### config.mk
export PLATFORM = sky130hd
export DESIGN_NAME = parking_sensor_emulator
export DESIGN_NICKNAME = d
export VERILOG_FILES = /design/src/rtl/parking_pkg.sv /design/src/rtl/phase_timer.sv /design/src/rtl/parking_sensor_emulator.sv
export SDC_FILE = /design/constraint.sdc
export NUM_CORES = 1
export LEC_CHECK = 0
export CAP_MARGIN = 20
export CORE_MARGIN = 2
export CORE_UTILIZATION = 45
export CTS_CLUSTER_SIZE = 10
export DETAILED_ROUTE_END_ITERATION = 6
export PLACE_DENSITY_LB_ADDON = 0.12
export SYNTH_ARGS = -nofsm -noshare
export SYNTH_HDL_FRONTEND = slang
export SYNTH_HIERARCHICAL = 1
export SYNTH_SLANG_ARGS = --single-unit
### constraint.sdc
create_clock -name clk -period 1.9 [get_ports clk]
set_clock_uncertainty 0.1 [all_clocks]
set_input_delay 0.38 -clock clk [delete_from_list [all_inputs] [get_ports clk]]
set_output_delay 0.38 -clock clk [all_outputs]
set_load 0.03 [all_outputs]
### src/rtl/parking_pkg.sv
// rtl/parking_pkg.sv - shared states and blocked-phase patterns for the parking sensor emulator
package parking_pkg;

  typedef enum logic [2:0] {
    ST_IDLE,
    ST_PH1,
    ST_PH2,
    ST_PH3,
    ST_GAP
  } state_t;

  // Blocked patterns {a,b}, 1 = barrier blocked
  localparam logic [1:0] ENTRY_PH1 = 2'b10;
  localparam logic [1:0] ENTRY_PH3 = 2'b01;
  localparam logic [1:0] EXIT_PH1  = 2'b01;
  localparam logic [1:0] EXIT_PH3  = 2'b10;
  localparam logic [1:0] BOTH      = 2'b11;
  localparam logic [1:0] NONE      = 2'b00;

  function automatic logic [1:0] blocked_pattern(input state_t st, input logic dir);
    case (st)
      ST_PH1:  return dir ? ENTRY_PH1 : EXIT_PH1;
      ST_PH2:  return BOTH;
      ST_PH3:  return dir ? ENTRY_PH3 : EXIT_PH3;
      default: return NONE;
    endcase
  endfunction

endpackage

### src/rtl/phase_timer.sv
// rtl/phase_timer.sv - loadable dwell down-counter with expire flag
module phase_timer #(
  parameter int unsigned DWELL_CYCLES = 16
) (
  input  logic clk,
  input  logic reset,
  input  logic load,
  output logic expire
);

  localparam int CW = $clog2(DWELL_CYCLES + 1);

  logic [CW-1:0] count;

  // Loaded with the full dwell; the phase ends on the cycle the count reads 1
  always_ff @(posedge clk) begin
    if (reset) begin
      count <= '0;
    end else if (load) begin
      count <= CW'(DWELL_CYCLES);
    end else if (count != '0) begin
      count <= count - CW'(1);
    end
  end

  assign expire = (count == CW'(1));

endmodule

### src/rtl/parking_sensor_emulator.sv
// rtl/parking_sensor_emulator.sv - emulates barrier A/B waveforms of one vehicle passage per request
module parking_sensor_emulator
  import parking_pkg::*;
#(
  parameter int unsigned DWELL_CYCLES = 16
) (
  input  logic clk,
  input  logic reset,
  input  logic req_valid,
  input  logic req_dir,
  output logic req_ready,
  output logic sensor_a,
  output logic sensor_b,
  output logic busy,
  output logic done
);

  state_t     state, state_next;
  logic       dir, dir_next;
  logic       load, expire;
  logic [1:0] blocked_next;

  phase_timer #(.DWELL_CYCLES(DWELL_CYCLES)) u_timer (
    .clk    (clk),
    .reset  (reset),
    .load   (load),
    .expire (expire)
  );

  always_comb begin
    state_next = state;
    dir_next   = dir;
    load       = 1'b0;
    case (state)
      ST_IDLE: if (req_valid) begin
        state_next = ST_PH1;
        dir_next   = req_dir;
        load       = 1'b1;
      end
      ST_PH1: if (expire) begin
        state_next = ST_PH2;
        load       = 1'b1;
      end
      ST_PH2: if (expire) begin
        state_next = ST_PH3;
        load       = 1'b1;
      end
      ST_PH3: if (expire) begin
        state_next = ST_GAP;
        load       = 1'b1;
      end
      ST_GAP: if (expire) begin
        state_next = ST_IDLE;
      end
      default: state_next = ST_IDLE;
    endcase
    blocked_next = blocked_pattern(state_next, dir_next);
  end

  // Outputs are registered from the next phase so they line up with the state register
  always_ff @(posedge clk) begin
    if (reset) begin
      state    <= ST_IDLE;
      dir      <= 1'b0;
      sensor_a <= 1'b1;
      sensor_b <= 1'b1;
      done     <= 1'b0;
    end else begin
      state    <= state_next;
      dir      <= dir_next;
      sensor_a <= ~blocked_next[1];
      sensor_b <= ~blocked_next[0];
      done     <= (state == ST_PH3) && (state_next == ST_GAP);
    end
  end

  assign req_ready = (state == ST_IDLE);
  assign busy      = (state != ST_IDLE);

endmodule

**Yosys cells after proc, flatten, opt, wreduce, memory -nomap -nowiden**

Cells that the tools add are included.

- Word-level logic and storage cells: 42
- Bits in registers: 12

- Equal/unequal tests: 9
- Add/sub/neg operators: 1
- Mux-type cells: 16
- Reductions and logical operators: 7
- Bitwise gates (word level): 2

Operators by type and width:

| kind | number |
|---|---|
| $mux 3 | 5 |
| $pmux 3 s5 | 1 |
| $eq 3x2->1 const B | 4 |
| $mux 5 | 2 |
| $eq 3x1->1 const B | 2 |
| $eq 3x3->1 const B | 2 |
| $pmux 2 s3 | 1 |
| $eq 5x1->1 const B | 1 |
| $reduce_bool 5->1 | 1 |
| $sub 5x1->5 const B | 1 |
| $mux 1 | 4 |
| $mux 2 | 2 |
| $logic_not 3->1 | 1 |
| $reduce_bool 3->1 | 1 |
| $reduce_or 3->1 | 1 |
| $not 1->1 | 2 |
| $pmux 1 s2 | 1 |
| $reduce_bool 2->1 | 1 |
| $reduce_or 2->1 | 1 |
| $logic_and 1x1->1 | 1 |

**Longest topological paths before layout**

Gate-level depths: netlist of the first run.

- Depth in word-level cells: 6
- Gate-level depth with buffers: 8
- Mapped depth without buffers: 8

**Modules after synthesis**

Netlist of the first run, hierarchy kept.

Modules (own cells, without submodules):

| module | seq. area each (um2) | cells each | area each (um2) | times used |
|---|---|---|---|---|
| parking_sensor_emulator | 140.1 | 38 | 370.4 | 1 |
| phase_timer | 100.1 | 25 | 242.7 | 1 |

**Worst setup path before layout of the first run**

Ideal clock, no wire load.

- Path kind: register to output
- Start: register state[1]
- End: output port busy
- Arrival time: 1.530 ns
- Cell stages (with the launch flop): 4
- Data required time: 1.420 ns
- Setup slack: -0.110 ns
- Path through: dfxtp_1 > buf_6 > nor3_1 > inv_1

- Cells in the longest elaborated chain, start to end: 1

RTL lines:

| item | line | RTL |
|---|---|---|
| start: declaration | parking_sensor_emulator.sv:18 | `state_t state, state_next;` |
| start signal: assignment | parking_sensor_emulator.sv:69 | `state <= state_next;` |
| $reduce_bool 3->1 | parking_sensor_emulator.sv:78 | `assign busy = (state != ST_IDLE);` |
| end: declaration | parking_sensor_emulator.sv:14 | `output logic busy,` |

Every way passes these cells.

**Worst setup path in the final report of the first run**

- Start: register u_timer.count[1]
- End: register sensor_a

- Cells in the longest elaborated chain, start to end: 6
- Elaborated cells on any way between the ends: 11
- Those cells by class: eq/ne: 4; mux: 6; bitwise: 1

RTL lines:

| item | line | RTL |
|---|---|---|
| start: declaration | phase_timer.sv:13 | `logic [CW-1:0] count;` |
| start signal: assignment | phase_timer.sv:20 | `count <= CW'(DWELL_CYCLES);` |
| start signal: assignment | phase_timer.sv:22 | `count <= count - CW'(1);` |
| $eq 5x1->1 (*) | phase_timer.sv:26 | `assign expire = (count == CW'(1));` |
| via expire | parking_sensor_emulator.sv:20 | `logic load, expire;` |
| $mux 3, on equally long branches | -- |  |
| $pmux 3 s5 (*) | parking_sensor_emulator.sv:34 | `case (state)` |
| $eq 3x2->1 / $eq 3x1->1 (equally long branches) | parking_pkg.sv:21 | `case (st)` |
| $pmux 2 s3 (*) | parking_pkg.sv:21 |  |
| $not 1->1 (*) | parking_sensor_emulator.sv:71 | `sensor_a <= ~blocked_next[1];` |
| end signal: assignment | parking_sensor_emulator.sv:71 |  |
| end: declaration | parking_sensor_emulator.sv:12 | `output logic sensor_a,` |

Mark *: on every way through the listed nets, which the timed path passes. The rest lies on a longest branch.
A chain may end at the register's enable or synchronous reset.

==> qor.csv, run 1 <==
metric,value,unit
run_status,completed,
critPathKind,register to register,
tightest_slew,0.313,ns
yosysUniqueCellTypes,23,
combPwrFrac,0.513,
antenna_cells,0,
start_util,0.477,
drive_gt1_frac,0.256,
io_buffers,8,
rows,13,
finalCriticalPeriod,1.78,ns
max_freq,0.562,GHz
synth-seq-cells,12,
crit_fanout,5,
p_clk_frac,0.139,
wl_per_cell,11.4,microns
core_area,0.00128,sq mm
detail_route.vias_per_cell,5.19,
drcViolationCount,0,
critPathCaptureType,register,
grt_pass1_wl,1.65,mm
die_w,40.9,microns
power_switching,0.408,mW
ctsRootBufferMaster,clkbuf_4,
cts_made_buffers,3,
vdd_ir_drop_max,746,uV
avgSynthCellArea,9.73,sq um
yosysWarnings,6,
critPathSlowestCell,dfxtp_1,
clkLatencyLatePin,0.27,ns
die_y,40.9,microns
p_leak,0.324,nW
max_stage_delay,0.36,ns
syn-num-nets,69,
start_kind,register,
post_cts_buffers,0,
ant_nets,0,
wirelength,1.06,mm
drtPass1Iterations,4,
intPower,0.683,mW
yosysTopAreaCellShare,0.392,
path_clk_slew,0.07,ns
cts_tree,built,
synth.largest_area_cell,dfxtp_1,
area_growth,26.3,%
cp_top_family,multiplexers,
gp_congestion,0.764,
drt_first_iter_violations,16,
switching_share,0.374,
pwr-share-seq,0.348,
layout_common_cells,"12 x dfxtp_1, 11 x nor2_1, 7 x buf_4",
hpwl,796,microns
grtUsageTotal,0.157,
slew_headroom,0.790,
setup-tns-final,0,ns
synthesis.area,613,sq um
dieArea,0.00167,sq mm
critPathBufInv,2,
fin_nets,86,
worstPathRequired,1.95,ns
clockBufferDepth,2,
drv_slew,0,
grt_antenna_before_repair,0,
cts.sinks,12,
synth_area_leaders,"dfxtp_1 39%, nor2_1 6.7%, mux2i_1 4.9%",
cap_violations,0,
hold_class,register to register,
grt_pass1_vias,385,
p_per_area,1410,mW/mm^2
layout_commonest_cell,dfxtp_1,
crit_chain,inv_1 -> ha_1 -> nor4b_2 -> buf_4 -> mux2_4 -> o21ai_4 -> nor2_1 -> mux2i_1,
pin_count,9,
setup_viol,0,
hold_viol_final,0,
htree_levels,1,
overflow,0,
power,1.09,mW
timing.final.crit_share,0.937,
n_fill_cell,115,
rsz0062_at_grt,false,
syn_inst,63,
ys_seq_area_frac,0.392,
cp.arrival,1.83,ns
grt_max_degree,10,
num_vias,483,
## kinds of logic (layout without fill, tap and decap cells)
| group | count (synthesis) | after routing | share of synthesized area |
|---|---|---|---|
| AOI/OAI and AO/OA | 8 | 8 | 0.104 |
| xor gates and xnor gates | 4 | 4 | 0.0572 |
| adders and majority gates | 2 | 2 | 0.0408 |
| buffers and inverters | 6 | 21 | 0.0633 |
| DFF | 12 | 12 | 0.392 |
| muxes | 4 | 4 | 0.0735 |
| and+or+nand+nor | 27 | 27 | 0.269 |
## layer usage
metal  global-route usage  up-vias  wire length (microns)
met5                    0        -                      0
met4               0.0750        0                      0
met3               0.0489        0                     60
met2                0.211       13                    447
met1                0.222      221                    549
li1                     -      249                      -
## synthesized netlist by cell type
| cell type | count |
|---|---|
| a2111oi_2 | 1 |
| a21oi_1 | 4 |
| buf_2 | 1 |
| buf_6 | 2 |
| dfxtp_1 | 12 |
| ha_1 | 2 |
| inv_1 | 3 |
| mux2_4 | 1 |
| mux2i_1 | 3 |
| nand2_1 | 3 |
| nand3_1 | 1 |
| nor2_1 | 11 |
| nor2b_4 | 1 |
| nor3_1 | 6 |
| nor4b_1 | 2 |
| nor4b_4 | 1 |
| o21ai_0 | 1 |
| o21ai_4 | 1 |
| o31ai_1 | 1 |
| or3b_2 | 1 |
| or4b_4 | 1 |
| xnor2_1 | 3 |
| xor2_1 | 1 |
## sequential cells by signal (all words and copies together) (netlist names)
| register | count |
|---|---|
| u_timer/count | 5 |
| sensor_b | 1 |
| done | 1 |
| sensor_a | 1 |
| dir | 1 |
| state | 3 |
## path summary, 6_finish.rpt
kind,from,endpoint,slack [ns],depth (start not counted)
setup / recovery,u_timer/count[1],sensor_a,0.12,8
hold reg to reg,dir,dir,0.42,2
hold / removal,dir,dir,0.42,2
setup reg to reg,u_timer/count[1],sensor_a,0.12,8
## stage by stage
step	setup WS [ns]	instance area [sq um]	instances	hold slack [ns]	utilization
after floorplan	0.143	624	63	0.349	-
after global placement	0.0432	748	90	0.410	0.582
after detailed placement	0.00880	748	90	0.417	0.582
after CTS	0.0590	768	93	0.435	0.598
after global routing	0.0182	774	93	0.463	0.603
final	0.119	774	93	0.424	0.603
## tightest hold or removal path: stages (launching register included)
cell	delay, ns
dfxtp_1	0.31
mux2i_1	0.09
nor2_1	0.09
## final cells by class
type | count | area (sq um) | share of cell area
clock buffer | 3 | 22.5 | 0.0291
inverter | 3 | 11.3 | 0.0145
multi-input combinational | 45 | 352 | 0.454
sequential | 12 | 240 | 0.310
tap | 15 | 18.8 | 0.0242
timing repair buffer | 15 | 130 | 0.168
## power by group through the flow
| stage | Clock, mW | Sequential [mW] | Combinational, mW |
|---|---|---|---|
| 2_1_floorplan | 0 | 0.390 | 0.430 |
| 3_3_place_gp | 0 | 0.382 | 0.566 |
| 3_5_place_dp | 0 | 0.385 | 0.566 |
| 4_1_cts | 0.158 | 0.380 | 0.562 |
| 5_1_grt | 0.172 | 0.389 | 0.602 |
| 6_report | 0.152 | 0.380 | 0.560 |
## repair_timing
action | 4_1_cts | 5_1_grt
gates resized for setup | 2 | 1
hold buffers | 0 | 0
endpoints found under the hold margin | 0 | 0
setup endpoints to repair | 2 | 2
Power figures use the tool's default switching activity.
==> inputs of run 2 (changes only) <==
Settings changed: ABC_AREA from default to 1.
==> qor.csv, run 2 <==
metric,value,unit,change
rows,13,,unchanged
run_status,completed,,
crit_fanout,5,,unchanged
layout_commonest_cell,nand2_1,,
grt_max_degree,8,,-2
path_clk_slew,0.07,ns,about the same
rsz0062_at_grt,false,,
syn-num-nets,102,,+48%
detail_route.vias_per_cell,4.69,,-9.7%
synthesis.area,641,sq um,+4.5%
p_per_area,1470,mW/mm^2,+4.0%
hpwl,970,microns,+22%
vdd_ir_drop_max,717,uV,-3.9%
drive_gt1_frac,0.136,,-0.120
hold_depth,2,,unchanged
area_growth,23.0,%,
drcViolationCount,0,,unchanged
synth_edf_count,0,,unchanged
die_y,41.7,microns,+2.0%
yosysTopAreaCellShare,0.375,,-0.0168
fin_nets,117,,+36%
avgSynthCellArea,6.67,sq um,-31%
die_w,41.7,microns,+2.0%
cts_made_buffers,3,,unchanged
yosysWarnings,6,,unchanged
wirelength,1.20,mm,+14%
cp.arrival,1.30,ns,-0.53 ns
ys_seq_area_frac,0.375,,-0.0168
core_area,0.00132,sq mm,+2.5%
p_leak,0.399,nW,+23%
synth_ff_type,dfxtp_1,,
ctsRootBufferMaster,clkbuf_4,,
max_freq,0.563,GHz,+0.18%
largest_register_ff_count,5,,unchanged
antenna_cells,0,,unchanged
synthArstFlopShare,0,,unchanged
drt_first_iter_violations,9,,-7
grt_antenna_before_repair,0,,unchanged
critPathKind,register to output port,,
synth.most_common_cell,nand2_1,,
drtPass1Iterations,4,,unchanged
synth.largest_area_cell,dfxtp_1,,
layout_common_cells,"27 x nand2_1, 17 x inv_1, 12 x dfxtp_1",,
drv_slew,0,,unchanged
io_buffers,8,,unchanged
start_kind,register,,
setup-tns-final,0,ns,unchanged
busiest_layer,met2,,
start_util,0.486,,+0.00911
grtUsageTotal,0.159,,+0.00182
cts.sinks,12,,unchanged
grt.met2_usage,0.269,,+0.0578
hold_class,register to register,,
clkLatencyLatePin,0.27,ns,about the same
timing.final.crit_share,0.935,,-0.00167
r2r_cells,11,,+3
critPathCaptureType,output port,,
num_vias,586,,+21%
grt_pass1_wl,2.10,mm,+28%
pin_count,9,,unchanged
use_met3,0.0261,,-0.0228
cts_tree,built,,
syn_inst,96,,+52%
regMostFlops,u_timer/count,,
clockBufferDepth,2,,unchanged
finalCriticalPeriod,1.78,ns,-0.00317 ns
setup_viol,0,,unchanged
grt_pass1_vias,516,,+34%
ant_nets,0,,unchanged
gp_congestion,0.809,,+5.9%
htree_levels,1,,unchanged
tightest_slew,0.310,ns,-0.00313 ns
fin_ws,0.123,ns,+0.00317 ns
overflow,0,,unchanged
hold_viol_final,0,,unchanged
yosysUniqueCellTypes,15,,-35%
post-route-util,0.598,,-0.00443
dieArea,0.00174,sq mm,+4.0%
slew_headroom,0.793,,+0.00305
cts_hold_buf,0,,unchanged
ys_top_cells_by_count,"27 x nand2_1, 17 x inv_1, 12 x dfxtp_1, 11 x nor2_1, 7 x nand3_1",,
cap_violations,0,,unchanged
synth_area_leaders,"dfxtp_1 38%, nand2_1 16%, inv_1 10%",,
worstPathRequired,1.42,ns,-0.53 ns
dpl_worst_slack,0.146,ns,+0.137 ns
largestRegisters,"u_timer/count x5, state x3",,
synth-seq-cells,12,,unchanged
met1_usage,0.184,,-0.0374
wl_per_cell,9.59,microns,-16%
[run 2: cell count changes after synthesis, sizes merged, moves of 2 or more]
cell / previous run / this run
nand2: 3 / 30
nor4b: 3 / 0
nor2: 11 / 16
nor3: 6 / 1
xnor2: 3 / 1
inv: 3 / 17
nand4: 0 / 4
mux2i: 3 / 0
nand3: 1 / 8
buf: 3 / 0
[run 2: per-layer routing]
metal  vias to the layer above  wire length [microns]
li1                        328                      -
met4                         0                     19
met2                        12                    595
met5                         -                      0
met1                       242                    537
met3                         4                     47
[run 2: critical path: stages (launching register included)]
cell and delay, ns:
dfxtp_1 0.35, inv_1 0.08, nand2_1 0.09, nor2_2 0.11
dlygate4sd2_1 0.41
[run 2: layout make-up]
type	instances	area [sq um]
Clock buffer	4	36.3
Fill cell	134	529
Inverter	17	63.8
Multi-Input combinational cell	67	337
Sequential cell	12	240
Tap cell	15	18.8
Timing Repair Buffer	10	92.6
[run 2: timing repair]
action | CTS | global route
resized for setup | 2 | 0
endpoints found under the setup margin | 2 | 0
setup buffers | 0 | 0
[run 2: worst paths after layout]
| check | startpoint | end | slack, ns |
|---|---|---|---|
| max | state[0] | req_ready | 0.12 |
| min | state[2] | state[2] | 0.43 |
| max reg2reg | u_timer/count[1] | sensor_a | 0.23 |
| min reg2reg | state[2] | state[2] | 0.43 |
[run 2: metrics by stage]
stage | hold slack, ns | cell area (sq um) | std cells | power, mW
6_report | 0.429 | 788 | 125 | 1.16
5_1_grt | 0.458 | 788 | 125 | 1.28
4_1_cts | 0.430 | 788 | 125 | 1.17
3_5_place_dp | 0.412 | 754 | 121 | 0.969
3_3_place_gp | 0.411 | 754 | 121 | 0.957
2_1_floorplan | 0.349 | 641 | 96 | 0.822
[run 2: kinds of logic after synthesis]
logic type                 after synthesis  synth area share
xor gates and xnor gates                 1            0.0137
and+or+nand+nor                         59             0.434
buffers and inverters                   17            0.0996
DFF                                     12             0.375
AOI/OAI and AO/OA                        5            0.0391
adders and majority gates                2            0.0391
[run 2: power breakdown]
part	total (mW)	leakage (nW)	switching [mW]	internal [mW]
sequential	0.375	0.0986	0.0554	0.319
clock	0.200	0.0210	0.0837	0.116
combinational	0.581	0.279	0.355	0.226
total	1.16	0.399	0.494	0.662
==> inputs of run 3 (changes only) <==
Settings changed: CTS_BUF_LIST from default to sky130_fd_sc_hd__clkbuf_4 sky130_fd_sc_hd__clkbuf_8 sky130_fd_sc_hd__clkbuf_16, CTS_CLUSTER_DIAMETER from default to 30.
Clock period 1.9 ns to 2 ns, I/O delays scaled along.
==> qor.csv, run 3 (synthesized netlist as in run 2, its figures left out) <==
metric,value,unit,change
grt_antenna_before_repair,0,,unchanged
critPathBufInv,1,,-1
cap_violations,0,,unchanged
io_buffers,8,,unchanged
critPathCaptureType,output port,,
regMostFlops,u_timer/count,,
layout_commonest_cell,nand2_1,,
setup-tns-final,0,ns,unchanged
drt_first_iter_violations,8,,-1
gp_congestion,0.797,,-1.5%
detail_route.vias_per_cell,4.68,,-0.23%
post_cts_buffers,0,,unchanged
path_clk_slew,0.08,ns,about the same
drtPass1Iterations,4,,unchanged
setup_viol,0,,unchanged
htree_levels,1,,unchanged
hold_class,register to register,,
grt_max_degree,8,,unchanged
max_stage_delay,0.37,ns,-0.04 ns
die_y,41.7,microns,unchanged
timing.final.crit_share,0.896,,
post-route-util,0.593,,-0.00570
num_vias,580,,-1.0%
clockBufferDepth,2,,unchanged
area_growth,21.9,%,
ctsRootBufferMaster,clkbuf_4,,
wirelength,1.20,mm,+0.17%
cts_hold_buf,0,,unchanged
start_kind,register,,
drv_slew,0,,unchanged
die_w,41.7,microns,unchanged
start_util,0.486,,unchanged
fin_nets,116,,-0.85%
power,1.09,mW,-5.7%
grtUsageTotal,0.164,,+0.00556
crit_chain,nor2_2 -> nand2_1 -> dlygate4sd2_1,,
tightest_slew,0.309,ns,-0.00106 ns
cts_tree,built,,
p_per_area,1400,mW/mm^2,-4.8%
largestRegisters,"u_timer/count x5, state x3",,
crit_fanout,5,,unchanged
vdd_ir_drop_max,621,uV,-13%
drive_gt1_frac,0.128,,-0.00792
largest_register_ff_count,5,,unchanged
ant_nets,0,,unchanged
max_freq,0.558,GHz,
rows,13,,unchanged
slew_headroom,0.793,,about the same
overflow,0,,unchanged
cts_made_buffers,3,,unchanged
hpwl,970,microns,about the same
grt_pass1_wl,2.20,mm,+4.6%
layout_common_cells,"27 x nand2_1, 17 x inv_1, 12 x dfxtp_1",,
cts.sinks,12,,unchanged
clkLatencyLatePin,0.26,ns,about the same
cp_top_family,flip-flops,,
wl_per_cell,9.69,microns,+0.97%
drcViolationCount,0,,unchanged
critPathSlowestCell,dfxtp_1,,
antenna_cells,0,,unchanged
finalCriticalPeriod,1.79,ns,
ctsResizeCount,2,,unchanged
hold_viol_final,0,,unchanged
run_status,completed,,
p_leak,0.394,nW,-1.2%
pin_count,9,,unchanged
critPathKind,register to output port,,
worstPathRequired,1.50,ns,+0.08 ns
dieArea,0.00174,sq mm,unchanged
core_area,0.00132,sq mm,unchanged
rsz0062_at_grt,false,,
cp.arrival,1.29,ns,about the same
grt_pass1_vias,554,,+7.4%
## run 3: cell types whose count changed in the layout (fill, tap and decap cells not counted), sizes merged
cell  change
buf       -1
## run 3: final timing paths
| path | cells past startpoint | end | from | slack [ns] |
|---|---|---|---|---|
| worst max-delay path | 3 | busy | state[1] | 0.21 |
| worst min register to register | 2 | u_timer/count[4] | u_timer/count[4] | 0.42 |
| worst min-delay path | 2 | u_timer/count[4] | u_timer/count[4] | 0.42 |
| worst max register to register | 11 | sensor_b | u_timer/count[1] | 0.28 |
## run 3: report_power, final
part	internal, mW	total [mW]	switching (mW)
Clock	0.110	0.189	0.0787
Sequential	0.303	0.356	0.0527
Combinational	0.207	0.545	0.338
Total	0.621	1.09	0.469
## run 3: metrics by stage
stage               hold slack [ns]  instances  instance area [sq um]  worst slack, ns
global route                  0.473        124                    781            0.115
detailed placement            0.401        120                    747            0.233
CTS                           0.420        124                    781            0.198
finish                        0.418        124                    781            0.208
floorplan                     0.369         96                    641            0.547
global placement              0.410        120                    747            0.223
## run 3: routing by layer
| layer | GRT usage | share of wire |
|---|---|---|
| met1 | 0.185 | 0.48 |
| met2 | 0.297 | 0.48 |
| met3 | 0.0261 | 0.029 |
| met4 | 0.0774 | 0.010 |
| met5 | 0 | 0 |
## run 3: layout make-up
type | count | area [sq um]
flip-flops and latches | 12 | 240
inverters | 17 | 63.8
repair buffers | 9 | 85.1
well taps | 15 | 18.8
fillers | 137 | 537
multi-input cells | 67 | 337
clock buffers | 4 | 36.3
## run 3: worst reg2reg max path, stage by stage, from the launching register on
cell	delay, ns
dfxtp_1	0.30
inv_1	0.14
ha_1	0.17
nand2_1	0.05
nor2_1	0.22
inv_1	0.13
nand3_1	0.10
nand2_2	0.08
nor2_4	0.12
nand3_1	0.09
nand2_1	0.08
nand2_1	0.04
==> patch 1: new RTL, flow settings as in run 2 <==
`DWELL_CYCLES` is set to 16 in 2 places; all go to 8.
--- a/src/rtl/phase_timer.sv
+++ b/src/rtl/phase_timer.sv
@@ -1,5 +1,5 @@
 // rtl/phase_timer.sv - loadable dwell down-counter with expire flag
 module phase_timer #(
-  parameter int unsigned DWELL_CYCLES = 16
+  parameter int unsigned DWELL_CYCLES = 8
 ) (
   input  logic clk,
--- a/src/rtl/parking_sensor_emulator.sv
+++ b/src/rtl/parking_sensor_emulator.sv
@@ -3,5 +3,5 @@
   import parking_pkg::*;
 #(
-  parameter int unsigned DWELL_CYCLES = 16
+  parameter int unsigned DWELL_CYCLES = 8
 ) (
   input  logic clk,
Formal check against the unedited RTL: not equivalent (Yosys sat finds a counterexample within 10 cycles, from zero or initial values and one cycle with reset high).
==> patch 1 against run 2 <==
Cell count is 5.6% lower. First-iteration DRC count up 22%. Area after synthesis down 1.4%. Power barely moved. Worst setup slack gained 0.00098 ns. Routed wire length shrank 6.8%. Cell area fell by 0.48%. Sequential cell count fell by 1. Critical path type unchanged.
==> patch 1: results (changes against run 2) <==
Min path
  – Worst hold stages: 2 (unchanged)
  – Hold Crit Class: flop to flop
  – WHS Endpoint: u_timer/count[0]
  – Hold Path Origin: u_timer/count[0]

Worst setup path
  – R2R Path End: u_timer/count[1]
  – Worst R2R Setup Slack: 0.19 ns (-0.04 ns)
  – R2R cell count: 8 (-3)

Routing
  – DR WL met2: 539 microns (-9.4%)
  – Routed Wire Length: 1.12 mm (-6.8%)
  – Wl on met1: 522 microns (-2.8%)
  – Vias per inst: 4.69 (+0.15%)
  – WL met3: 40 microns (-15%)
  – Initial DRC count: 11 (+2)
  – DRT Pass-1 Iters: 2 (-2)

Global route
  – Antenna violations before repair: 0 (unchanged)
  – Vias in the first global route: 515 (-0.19%)
  – First-pass GRT wire length: 1.97 mm (-6.6%)
  – GRT Total Usage: 0.149 (-0.0102)
  – GR Util met1: 0.176 (-0.00834)
  – M3 GR Usage: 0.0391 (+0.0130)
  – Grt met2 use: 0.244 (-0.0250)

Status
  – Status: complete, no violations

Placement
  – Post-DP Area: 761 sq um (+0.83%)
  – Placed insts: 114 (-5.8%)
  – GPL Wtd Cong: 0.857 (+6.0%)
  – DP Wirelength: 917 microns (-5.5%)
  – Setup WS pre-CTS: 0.107 ns (-0.0385 ns)

Timing
  – Hold Worst Slack: 0.396 ns (-0.0331 ns)
  – Fmax: 0.563 GHz (about the same)
  – Worst Tran Pin Value: 0.309 ns (-0.00126 ns)

Pwr
  – Peak VDD IR: 0.564 mV (-21%)
  – Int Pwr: 636 uW (-3.9%)
  – Power share of the sequential group: 0.305 (-0.019)
  – Clk network pwr share: 0.137 (-0.036)
  – Leak Pwr: 0.000372 uW (-6.8%)
  – Sw Share: 0.450 (+0.0224)

Synth
  – Netlist cell types: 22 (+7)
  – Synth cell count leaders: nand2_1, inv_1, dfxtp_1
  – Largest cells by area after synthesis: dfxtp_1, nand2_1, inv_1
  – Async set-reset flop share out of synthesis: 0 (unchanged)
  – Cells after Synth: 87 (-9.4%)
  – Seq/Total Area, Yosys: 0.349 (-0.0265)
  – Syn Nets: 94 (-7.8%)

CTS
  – Num CTS Buffers: 3 (unchanged)

Cells and area
  – Filler cells: 132 (-1.5%)
  – Share of cells above drive strength 1: 0.233 (+0.0966)
  – Cell area after layout: 785 sq um (-0.48%)
  – Largest regs: u_timer/count (4), state (3)
## patch 1: cell count changes after synthesis, sizes merged
cell,delta
nor2,-5
nand2,-4
nand4,-3
inv,-2
a211oi,+1
a21oi,+1
dfxtp,-1
ha,+1
nor3,+1
nor3b,+1
or2,+1
## patch 1: final cells by class
cell class	count	share of cell area
multi-input combinational	61	0.450
clock buffer	4	0.0335
inverter	15	0.0750
tap	15	0.0239
timing repair buffer	12	0.137
sequential	11	0.281
## patch 1: logic make-up (layout without fill, tap and decap cells)
family / Yosys count / after routing / synth area share
AO/OA/AOI/OAI: 7 / 7 / 0.0792
XOR/XNOR: 1 / 1 / 0.0139
adder cells (fa/ha/maj): 3 / 3 / 0.0594
buffers and inverters: 15 / 31 / 0.0931
flip-flops: 11 / 11 / 0.349
AND/OR/NAND/NOR: 50 / 50 / 0.406
## patch 1: tightest hold or removal path, cell delays in order (launching register included)
cell and delay (ns):
dfxtp_1 0.34, nand2_2 0.08, a21oi_2 0.04
==> patch 2: new RTL, flow settings as in run 2 <==
Without the edit above. Encoding of `state_t`: now one-hot (5 bits for 5 states).
--- a/src/rtl/parking_pkg.sv
+++ b/src/rtl/parking_pkg.sv
@@ -2,10 +2,10 @@
 package parking_pkg;
 
-  typedef enum logic [2:0] {
-    ST_IDLE,
-    ST_PH1,
-    ST_PH2,
-    ST_PH3,
-    ST_GAP
+  typedef enum logic [4:0] {
+    ST_IDLE = 5'b00001,
+    ST_PH1  = 5'b00010,
+    ST_PH2  = 5'b00100,
+    ST_PH3  = 5'b01000,
+    ST_GAP  = 5'b10000
   } state_t;
 
Function: same outputs for any inputs over 10 cycles, from zero or initial values and one cycle with reset high; not proved beyond that.
==> patch 2 against run 2 <==
Register-to-register slack better by 0.07 ns. Die area rose by 18%. Worst setup slack got worse by 0.033 ns. Via count grew 27%. Synthesized cell count grew 19%. Global-route usage up 2.0 points. Sequential cell count grew 2. Cell area increased by 16%. Highest routed layer unchanged. Routed wire length grew 29%. Area after synthesis increased by 20%. Non-clock buffer count unchanged. Power shrank 10%. Cell count up 15%.
==> patch 2: results (changes against run 2) <==
Status
  – Status: complete, no violations

Worst setup path
  – Worst EP arrival: 1.33 ns (+0.03 ns)
  – Largest stage delay on the critical path: 0.37 ns (-0.04 ns)
  – Worst R2R Setup Slack: 0.30 ns (+0.07 ns)

Synth
  – Netlist cell types: 18 (+3)
  – Synth cell count leaders: nand2_1, nor2_1, dfxtp_1, inv_1, nand3_1
  – Largest cells by area after synthesis: dfxtp_1, nand2_1, nor2_1
  – Seq/Total Area, Yosys: 0.364 (-0.0108)
  – Syn Nets: 120 (+18%)

Global route
  – Vias in the first global route: 636 (+23%)
  – Largest net degree at the start of global routing: 10 (+2)
  – GRT Total Usage: 0.179 (+0.0200)
  – First-pass GRT wire length: 2.55 mm (+21%)

Pwr
  – Leak Pwr: 0.000464 uW (+16%)
  – Sw Share: 0.394 (-0.0337)
  – Peak VDD IR: 0.600 mV (-16%)

Cells and area
  – Share of cells above drive strength 1: 0.164 (+0.0277)
  – Filler cells: 142 (+6.0%)
  – Largest regs: state (5), u_timer/count (5)
  – Final net count: 135 (+15%)

Routing
  – Routed Wire Length: 1.55 mm (+29%)
  – Via count: 742 (+27%)
  – Initial DRC count: 23 (+14)

Placement
  – DP Wirelength: 1.19 mm (+23%)
  – GPL Wtd Cong: 0.849 (+4.9%)

Timing
  – Fmax: 0.552 GHz (-1.8%)

CTS
  – Clock latency on the worst-skew pair: 0.29 ns (+0.02 ns)
## patch 2: cell count changes in the layout (fill, tap and decap cells not counted), sizes merged, moves of 2 or more
| cell | run 2 | this run |
|---|---|---|
| nor2 | 16 | 25 |
| nand3 | 8 | 13 |
| dfxtp | 12 | 14 |
| inv | 17 | 19 |
## patch 2: per-layer routing
layer	vias to the layer above	GRT usage	wire length, microns
met5	-	0	0
met4	0	0.124	28
met3	4	0.0480	80
met2	18	0.263	654
met1	332	0.225	783
li1	388	-	-
## patch 2: cell families after synthesis
group	after synthesis	share of synthesized area
buffers and inverters	19	0.0927
XOR/XNOR	1	0.0114
AO/OA/AOI/OAI	5	0.0390
flip-flops	14	0.364
adder cells (fa/ha/maj)	2	0.0325
AND/OR/NAND/NOR	73	0.460
## patch 2: layout make-up
cell class / count / area, sq um / area share
clock buffer: 4 / 36.3 / 0.0397
multi-input combinational: 81 / 418 / 0.457
timing repair buffer: 10 / 88.8 / 0.0971
sequential: 14 / 280 / 0.306
tap: 16 / 20.0 / 0.0219
inverter: 19 / 71.3 / 0.0780
## patch 2: through the flow
stage	instances	hold WS (ns)	instance area, sq um	power, uW	util
after floorplan	114	0.349	769	729	-
after global placement	140	0.401	885	821	0.567
after detailed placement	140	0.428	885	830	0.567
after CTS	144	0.441	918	1050	0.589
after global routing	144	0.479	915	1120	0.587
final	144	0.435	915	1040	0.587
## patch 2: path summary, 6_finish.rpt
check                   start                to  cells past startpoint
max                  state[2]              busy                      3
min          u_timer/count[0]  u_timer/count[0]                      3
max reg2reg  u_timer/count[1]  u_timer/count[3]                     11
min reg2reg  u_timer/count[0]  u_timer/count[0]                      3
## patch 2: power by group through the flow
stage / Combinational, uW / Clock (uW) / Sequential [uW]
2_1_floorplan: 333 / 0 / 396
4_1_cts: 427 / 228 / 391
3_3_place_gp: 425 / 0 / 396
5_1_grt: 483 / 237 / 398
3_5_place_dp: 432 / 0 / 398
6_report: 431 / 218 / 391
## patch 2: worst min-delay path: stages, from the launching register on
cell and delay [ns]:
dfxtp_1 0.36, nand2_1 0.06, inv_1 0.04, nor2_1 0.04
## patch 2: repair_timing
item / 4_1_cts / 5_1_grt
gates resized for setup: 2 / 2
gates cloned: 0 / 0
setup endpoints to repair: 2 / 1
